==> src/rtl/uart_tx.sv <==
// Buffered 8N1 UART transmitter: valid/ready byte input, small FIFO, LSB-first serialiser.
`timescale 1ns/1ps

module uart_tx #(
    parameter int unsigned BAUD_DIV   = 434,
    parameter int unsigned FIFO_DEPTH = 4
) (
    input  logic                          clk,
    input  logic                          rst,
    input  logic [7:0]                    data_in,
    input  logic                          valid_in,
    output logic                          ready,
    output logic                          tx,
    output logic                          busy,
    output logic [$clog2(FIFO_DEPTH):0]   fifo_count
);

    localparam int unsigned PW = $clog2(FIFO_DEPTH);
    localparam int unsigned CW = PW + 1;
    localparam int unsigned BW = (BAUD_DIV > 1) ? $clog2(BAUD_DIV) : 1;

    typedef enum logic [1:0] {
        IDLE  = 2'd0,
        START = 2'd1,
        DATA  = 2'd2,
        STOP  = 2'd3
    } state_t;

    state_t          state;
    state_t          state_nxt;

    logic [7:0]      mem [0:FIFO_DEPTH-1];
    logic [PW-1:0]   wr_ptr;
    logic [PW-1:0]   rd_ptr;
    logic [CW-1:0]   count_nxt;

    logic [BW-1:0]   baud_cnt;
    logic [BW-1:0]   baud_nxt;
    logic [2:0]      bit_idx;
    logic [2:0]      bit_nxt;
    logic [7:0]      shift;
    logic [7:0]      shift_nxt;
    logic            tx_nxt;
    logic            push;
    logic            pop;
    logic            baud_end;

    // ready is a register, so a pop in the same cycle cannot re-open it
    assign push     = valid_in && ready;
    assign baud_end = (baud_cnt == BW'(BAUD_DIV - 1));

    // State register
    always_ff @(posedge clk) begin
        if (rst) begin
            state <= IDLE;
        end else begin
            state <= state_nxt;
        end
    end

    // Next-state, serialiser datapath and FIFO pop decision
    always_comb begin
        state_nxt = state;
        tx_nxt    = tx;
        shift_nxt = shift;
        bit_nxt   = bit_idx;
        baud_nxt  = baud_cnt + BW'(1);
        pop       = 1'b0;

        case (state)
            IDLE: begin
                tx_nxt   = 1'b1;
                baud_nxt = '0;
                if (fifo_count != '0) begin
                    pop       = 1'b1;
                    shift_nxt = mem[rd_ptr];
                    tx_nxt    = 1'b0;
                    state_nxt = START;
                end
            end
            START: begin
                if (baud_end) begin
                    tx_nxt    = shift[0];
                    bit_nxt   = '0;
                    baud_nxt  = '0;
                    state_nxt = DATA;
                end
            end
            DATA: begin
                if (baud_end) begin
                    baud_nxt = '0;
                    if (bit_idx != 3'd7) begin
                        shift_nxt = {1'b0, shift[7:1]};
                        bit_nxt   = bit_idx + 3'd1;
                        tx_nxt    = shift[1];
                    end else begin
                        tx_nxt    = 1'b1;
                        state_nxt = STOP;
                    end
                end
            end
            STOP: begin
                if (baud_end) begin
                    baud_nxt = '0;
                    if (fifo_count != '0) begin
                        // back-to-back frame: next start bit follows the stop bit directly
                        pop       = 1'b1;
                        shift_nxt = mem[rd_ptr];
                        tx_nxt    = 1'b0;
                        state_nxt = START;
                    end else begin
                        tx_nxt    = 1'b1;
                        state_nxt = IDLE;
                    end
                end
            end
            default: begin
                tx_nxt    = 1'b1;
                baud_nxt  = '0;
                state_nxt = IDLE;
            end
        endcase

        count_nxt = fifo_count + CW'(push) - CW'(pop);
    end

    // Datapath, FIFO pointers and registered status outputs
    always_ff @(posedge clk) begin
        if (rst) begin
            tx         <= 1'b1;
            shift      <= '0;
            baud_cnt   <= '0;
            bit_idx    <= '0;
            wr_ptr     <= '0;
            rd_ptr     <= '0;
            fifo_count <= '0;
            ready      <= 1'b1;
            busy       <= 1'b0;
        end else begin
            tx         <= tx_nxt;
            shift      <= shift_nxt;
            baud_cnt   <= baud_nxt;
            bit_idx    <= bit_nxt;
            fifo_count <= count_nxt;
            ready      <= (count_nxt != CW'(FIFO_DEPTH));
            busy       <= (state_nxt != IDLE) || (count_nxt != '0);
            if (push) begin
                wr_ptr <= wr_ptr + PW'(1);
            end
            if (pop) begin
                rd_ptr <= rd_ptr + PW'(1);
            end
        end
    end

    // FIFO storage, no reset needed
    always_ff @(posedge clk) begin
        if (push) begin
            mem[wr_ptr] <= data_in;
        end
    end

endmodule

==> config.mk <==
export PLATFORM = sky130hd
export DESIGN_NAME = uart_tx
export DESIGN_NICKNAME = d
export VERILOG_FILES = /design/src/rtl/uart_tx.sv
export SDC_FILE = /design/constraint.sdc
export NUM_CORES = 1
export LEC_CHECK = 0
export CAP_MARGIN = 20
export CORE_MARGIN = 8
export CORE_UTILIZATION = 46
export CTS_CLUSTER_SIZE = 25
export DETAILED_ROUTE_END_ITERATION = 8
export PLACE_DENSITY = 0.75
export SYNTH_ARGS = -nofsm -noshare
export SYNTH_HDL_FRONTEND = slang
export SYNTH_SLANG_ARGS = --single-unit
==> constraint.sdc <==
create_clock -name clk -period 2.5 [get_ports clk]
set_input_delay 0.5 -clock clk [delete_from_list [all_inputs] [get_ports clk]]
set_output_delay 0.5 -clock clk [all_outputs]
set_load 0.02 [all_outputs]
==> Implementation_results.wiki <==
{| class="wikitable"
! Metric !! Value
|-
| Standard-cell rows || 29
|-
| Most instantiated flip-flop cell in the synthesis netlist || sky130_fd_sc_hd__dfxtp_1
|-
| Required time of the critical path || 2700 ps
|-
| Dpl cell area || 3320 um^2
|-
| Die height || 96.5 um
|-
| Count of unresolved DRC violations after routing || 0
|-
| F_max || 0.411 GHz
|-
| Part of the total power dissipated in the clock network || 25.5%
|-
| Antenna diodes || 0
|-
| Average routed wire per standard cell || 15.4 um
|-
| Hold Crit Endpoint || wr_ptr[1]
|-
| Library cells used by synthesis || 50
|-
| Reg clk slew, reported paths || 80 ps
|-
| IO buf count || 16
|-
| Share of the synthesized area in the top cell type || 32.3%
|-
| Synthesized area per cell || 12.9 um^2
|-
| Overflow left after global routing || 0
|-
| Net Sw Power || 1.16 mW
|-
| Routability Congestion || 0.823
|-
| Count of flip-flops with a built-in enable after synthesis || 32
|-
| Cells after Synth || 231
|-
| Final number of setup-violating endpoints || 0
|-
| Sinks on Clock Net || 66
|-
| Number of violations of the max-capacitance limit || 0
|-
| Kind of cell with the highest combined delay on the critical path || adder cells
|-
| Critical path class || reg2reg
|-
| Wire length of the first global-routing pass || 9040 um
|-
| Flip-flop and latch count after synthesis || 66
|-
| Minimum hold slack || 500 ps
|-
| Initial standard-cell utilization of the core || 47.2%
|-
| Net count of the mapped netlist || 258
|-
| Cell type contributing the most total cell area after synthesis || sky130_fd_sc_hd__edfxtp_1
|-
| CTS buffer count || 9
|-
| Final Skew || 6.22 ps
|-
| Pwr dens || 1010 nW/um^2
|-
| Final net count || 294
|-
| Slew Limit Fails || 0
|-
| Worst min-delay path class || reg2reg
|-
| Antenna violations before repair || 0
|-
| Setup repair after global routing missed its margin || true
|-
| Finished Cell Area || 3560 um^2
|-
| Reg-to-reg setup timing slack || 70 ps
|-
| Depth of the worst register-to-register path || 12
|-
| Pin count of the biggest net entering global routing || 25
|-
| Antenna-violating nets left || 0
|-
| H-tree depth || 3
|-
| Root cell of the clock tree || sky130_fd_sc_hd__clkbuf_8
|-
| Final HPWL DP || 3670 um
|-
| Clock latency at the later pin of the worst-skew pair || 340 ps
|-
| Number of buffers between clock root and the deepest sink || 2
|-
| Top fanout value on the critical path || 2
|-
| Internal power consumption || 2.42 mW
|-
| DIE AREA || 9310 um^2
|-
| Vias per cell || 5.55
|-
| Data arrival time at the worst-slack endpoint || 2630 ps
|-
| Kind of end point of the critical path || register
|-
| Hold-fix buffers at CTS || 0
|-
| Share of layout cells above drive strength 1 || 23.2%
|-
| Yosys warning total || 0
|-
| Combinational group share of total power || 32.0%
|-
| Part of the total power dissipated in sequential elements || 42.5%
|-
| Fraction of power spent switching nets || 32.4%
|-
| Relative slew slack || 64.1%
|-
| Start of the worst register-to-register path || baud_cnt[1]
|-
| Reg2reg end || busy
|-
| CP max stage cell || sky130_fd_sc_hd__fa_2
|-
| Total count of hold-check failures in the final report || 0
|-
| Hold_sp || wr_ptr[1]
|-
| Count of routing violations after the opening detailed-route iteration || 88
|-
| Chain of cells forming the critical path || inv_2 > ha_4 > and4b_4 > a31oi_4 > nor3_2 > ha_1 > inv_1 > ha_2 > fa_2 > xnor2_2 > xnor2_1 > a41oi_1
|-
| Worst IR Drop VDD || 0.562 mV
|-
| Via total after detailed routing || 1938
|-
| Max incr delay on CP || 370 ps
|-
| Cell area after synthesis || 2980 um^2
|-
| Post-layout min period || 2430 ps
|-
| Sequential fraction of the synthesis area || 55.1%
|-
| WHS Path Cells || 2
|-
| Detailed-routing iteration count for the pre-antenna-repair pass || 4
|-
| Leading cell types by total area after synthesis || sky130_fd_sc_hd__edfxtp_1, sky130_fd_sc_hd__dfxtp_1, sky130_fd_sc_hd__ha_1, sky130_fd_sc_hd__mux4_2, sky130_fd_sc_hd__a311oi_1
|-
| Run status || completed
|-
| Share of the clock period used by the worst path || 97.4%
|-
| Layout overhead on the synthesized area || 19.7%
|-
| Share of synthesized flip-flops with an asynchronous set or reset || 0%
|-
| Worst Slack Setup Final || 66.1 ps
|-
| Slew of the pin with the lowest slew margin || 538 ps
|-
| Via count of the first global-routing pass || 1936
|-
| Die Span X || 96.5 um
|-
| I/O pin count || 17
|-
| Bufs and invs on worst path || 2
|-
| Static power due to leakage || 1.24 nW
|-
| Placeable core region || 6310 um^2
|-
| Placement-stage worst setup slack || -108 ps
|-
| Aggregate global-route resource usage || 12.6%
|-
| Clock tree from TritonCTS || done
|-
| Detailed Route WL || 5360 um
|-
| Worst Setup Start Kind || register
|}
flip-flops by register name, summed over array words and instances, names as in the netlist, named ones only:
register / cells
ready: 1
wr_ptr: 2
tx: 1
baud_cnt: 9
shift: 8
bit_idx: 3
state: 2
rd_ptr: 2
mem: 32
fifo_count: 3
busy: 1
logic make-up (layout without fill, tap and decap cells):
| family | Yosys count | in the layout | share of synthesized area (%) |
|---|---|---|---|
| AOI/OAI and AO/OA | 44 | 44 | 11.7 |
| xor gates and xnor gates | 10 | 10 | 2.94 |
| adders and majority gates | 16 | 16 | 6.97 |
| buffers and inverters | 20 | 61 | 3.07 |
| DFF | 66 | 66 | 55.1 |
| muxes | 16 | 16 | 8.78 |
| and+or+nand+nor | 59 | 59 | 11.5 |
worst max-delay path by stage:
stage	slack, ps	from	cells past startpoint	end
after floorplan	30	baud_cnt[1]	12	busy
after global placement	-70	valid_in	9	busy
after detailed placement	-110	valid_in	9	busy
after CTS	30	baud_cnt[1]	12	busy
after global routing	-40	baud_cnt[1]	13	ready
final	70	baud_cnt[1]	12	busy
layout by cell type, fill, tap and decap left out, types with 2 or more instances in the layout:
| cell type | instances |
|---|---|
| sky130_fd_sc_hd__a211oi_1 | 2 |
| sky130_fd_sc_hd__a21boi_1 | 2 |
| sky130_fd_sc_hd__a21oi_1 | 12 |
| sky130_fd_sc_hd__a311oi_1 | 8 |
| sky130_fd_sc_hd__a31oi_1 | 3 |
| sky130_fd_sc_hd__and3_1 | 4 |
| sky130_fd_sc_hd__buf_4 | 19 |
| sky130_fd_sc_hd__clkbuf_8 | 9 |
| sky130_fd_sc_hd__clkdlybuf4s50_1 | 16 |
| sky130_fd_sc_hd__dfxtp_1 | 30 |
| sky130_fd_sc_hd__dfxtp_2 | 4 |
| sky130_fd_sc_hd__edfxtp_1 | 32 |
| sky130_fd_sc_hd__ha_1 | 13 |
| sky130_fd_sc_hd__inv_1 | 9 |
| sky130_fd_sc_hd__inv_6 | 4 |
| sky130_fd_sc_hd__mux2i_1 | 7 |
| sky130_fd_sc_hd__mux4_2 | 8 |
| sky130_fd_sc_hd__nand2_1 | 9 |
| sky130_fd_sc_hd__nand2b_1 | 2 |
| sky130_fd_sc_hd__nand3_1 | 4 |
| sky130_fd_sc_hd__nand4_1 | 3 |
| sky130_fd_sc_hd__nand4b_1 | 2 |
| sky130_fd_sc_hd__nor2_1 | 16 |
| sky130_fd_sc_hd__nor2b_1 | 5 |
| sky130_fd_sc_hd__nor3_1 | 3 |
| sky130_fd_sc_hd__nor3_2 | 2 |
| sky130_fd_sc_hd__o21ai_0 | 3 |
| sky130_fd_sc_hd__o221ai_1 | 3 |
| sky130_fd_sc_hd__o31ai_1 | 2 |
| sky130_fd_sc_hd__xnor2_1 | 6 |
| sky130_fd_sc_hd__xor2_1 | 3 |
power by group through the flow:
| stage | combinational, mW | clock, mW | sequential (mW) |
|---|---|---|---|
| after CTS | 1.11 | 0.932 | 1.52 |
| after floorplan | 0.819 | 0 | 1.50 |
| after detailed placement | 1.10 | 0 | 1.54 |
| after global routing | 1.26 | 0.978 | 1.56 |
| final | 1.15 | 0.915 | 1.52 |
| after global placement | 1.08 | 0 | 1.53 |
layer usage:
| metal | global-route usage, % | vias to the layer above | share of wire [%] |
|---|---|---|---|
| met5 | 0 | - | 0 |
| met4 | 5.30 | 0 | 1.5 |
| met3 | 3.94 | 6 | 4.5 |
| met2 | 19.4 | 39 | 46 |
| met1 | 16.0 | 942 | 48 |
| li1 | - | 951 | - |
through the flow:
stage / power (mW) / util [%] / setup TNS [ps] / cells
3_5_place_dp: 2.64 / 52.5 / -246 / 332
4_1_cts: 3.56 / 55.8 / 0 / 348
6_report: 3.58 / 56.5 / 0 / 349
5_1_grt: 3.80 / 56.5 / -42.7 / 349
2_1_floorplan: 2.32 / - / 0 / 231
3_3_place_gp: 2.61 / 52.5 / -121 / 332
layout make-up:
class	count	area, um^2
Sequential cell	66	1650
Multi-Input combinational cell	145	1280
Clock buffer	9	124
Inverter	10	37.5
Fill cell	511	2750
Tap cell	77	96.3
Clock inverter	7	81.3
Timing Repair Buffer	35	303
cell usage after synthesis, types with 2 or more instances:
cell,n
sky130_fd_sc_hd__a211oi_1,2
sky130_fd_sc_hd__a21boi_1,2
sky130_fd_sc_hd__a21oi_1,12
sky130_fd_sc_hd__a311oi_1,8
sky130_fd_sc_hd__a31oi_1,3
sky130_fd_sc_hd__and3_1,4
sky130_fd_sc_hd__buf_2,4
sky130_fd_sc_hd__clkbuf_1,4
sky130_fd_sc_hd__dfxtp_1,34
sky130_fd_sc_hd__edfxtp_1,32
sky130_fd_sc_hd__ha_1,15
sky130_fd_sc_hd__inv_1,10
sky130_fd_sc_hd__mux2i_1,7
sky130_fd_sc_hd__mux4_2,8
sky130_fd_sc_hd__nand2_1,9
sky130_fd_sc_hd__nand2b_1,2
sky130_fd_sc_hd__nand3_1,4
sky130_fd_sc_hd__nand4_1,3
sky130_fd_sc_hd__nand4b_1,2
sky130_fd_sc_hd__nor2_1,16
sky130_fd_sc_hd__nor2b_1,5
sky130_fd_sc_hd__nor3_1,4
sky130_fd_sc_hd__o21ai_0,3
sky130_fd_sc_hd__o221ai_1,3
sky130_fd_sc_hd__o31ai_1,2
sky130_fd_sc_hd__xnor2_1,7
sky130_fd_sc_hd__xor2_1,3
tightest hold or removal path, delay by kind of cell (launching register included):
kind            cells  cell delay, ps
compound gates      1              60
flops               1             340
simple gates        1              60
timing repair:
action                     4_1_cts  5_1_grt
resized for setup                2        9
hold endpoints to repair         0        0
setup endpoints to repair        2        3
pin swaps                        3        9
buffers inserted                 0        1
cloned                           0        0
No activity file was read; power rests on OpenSTA's default activity.
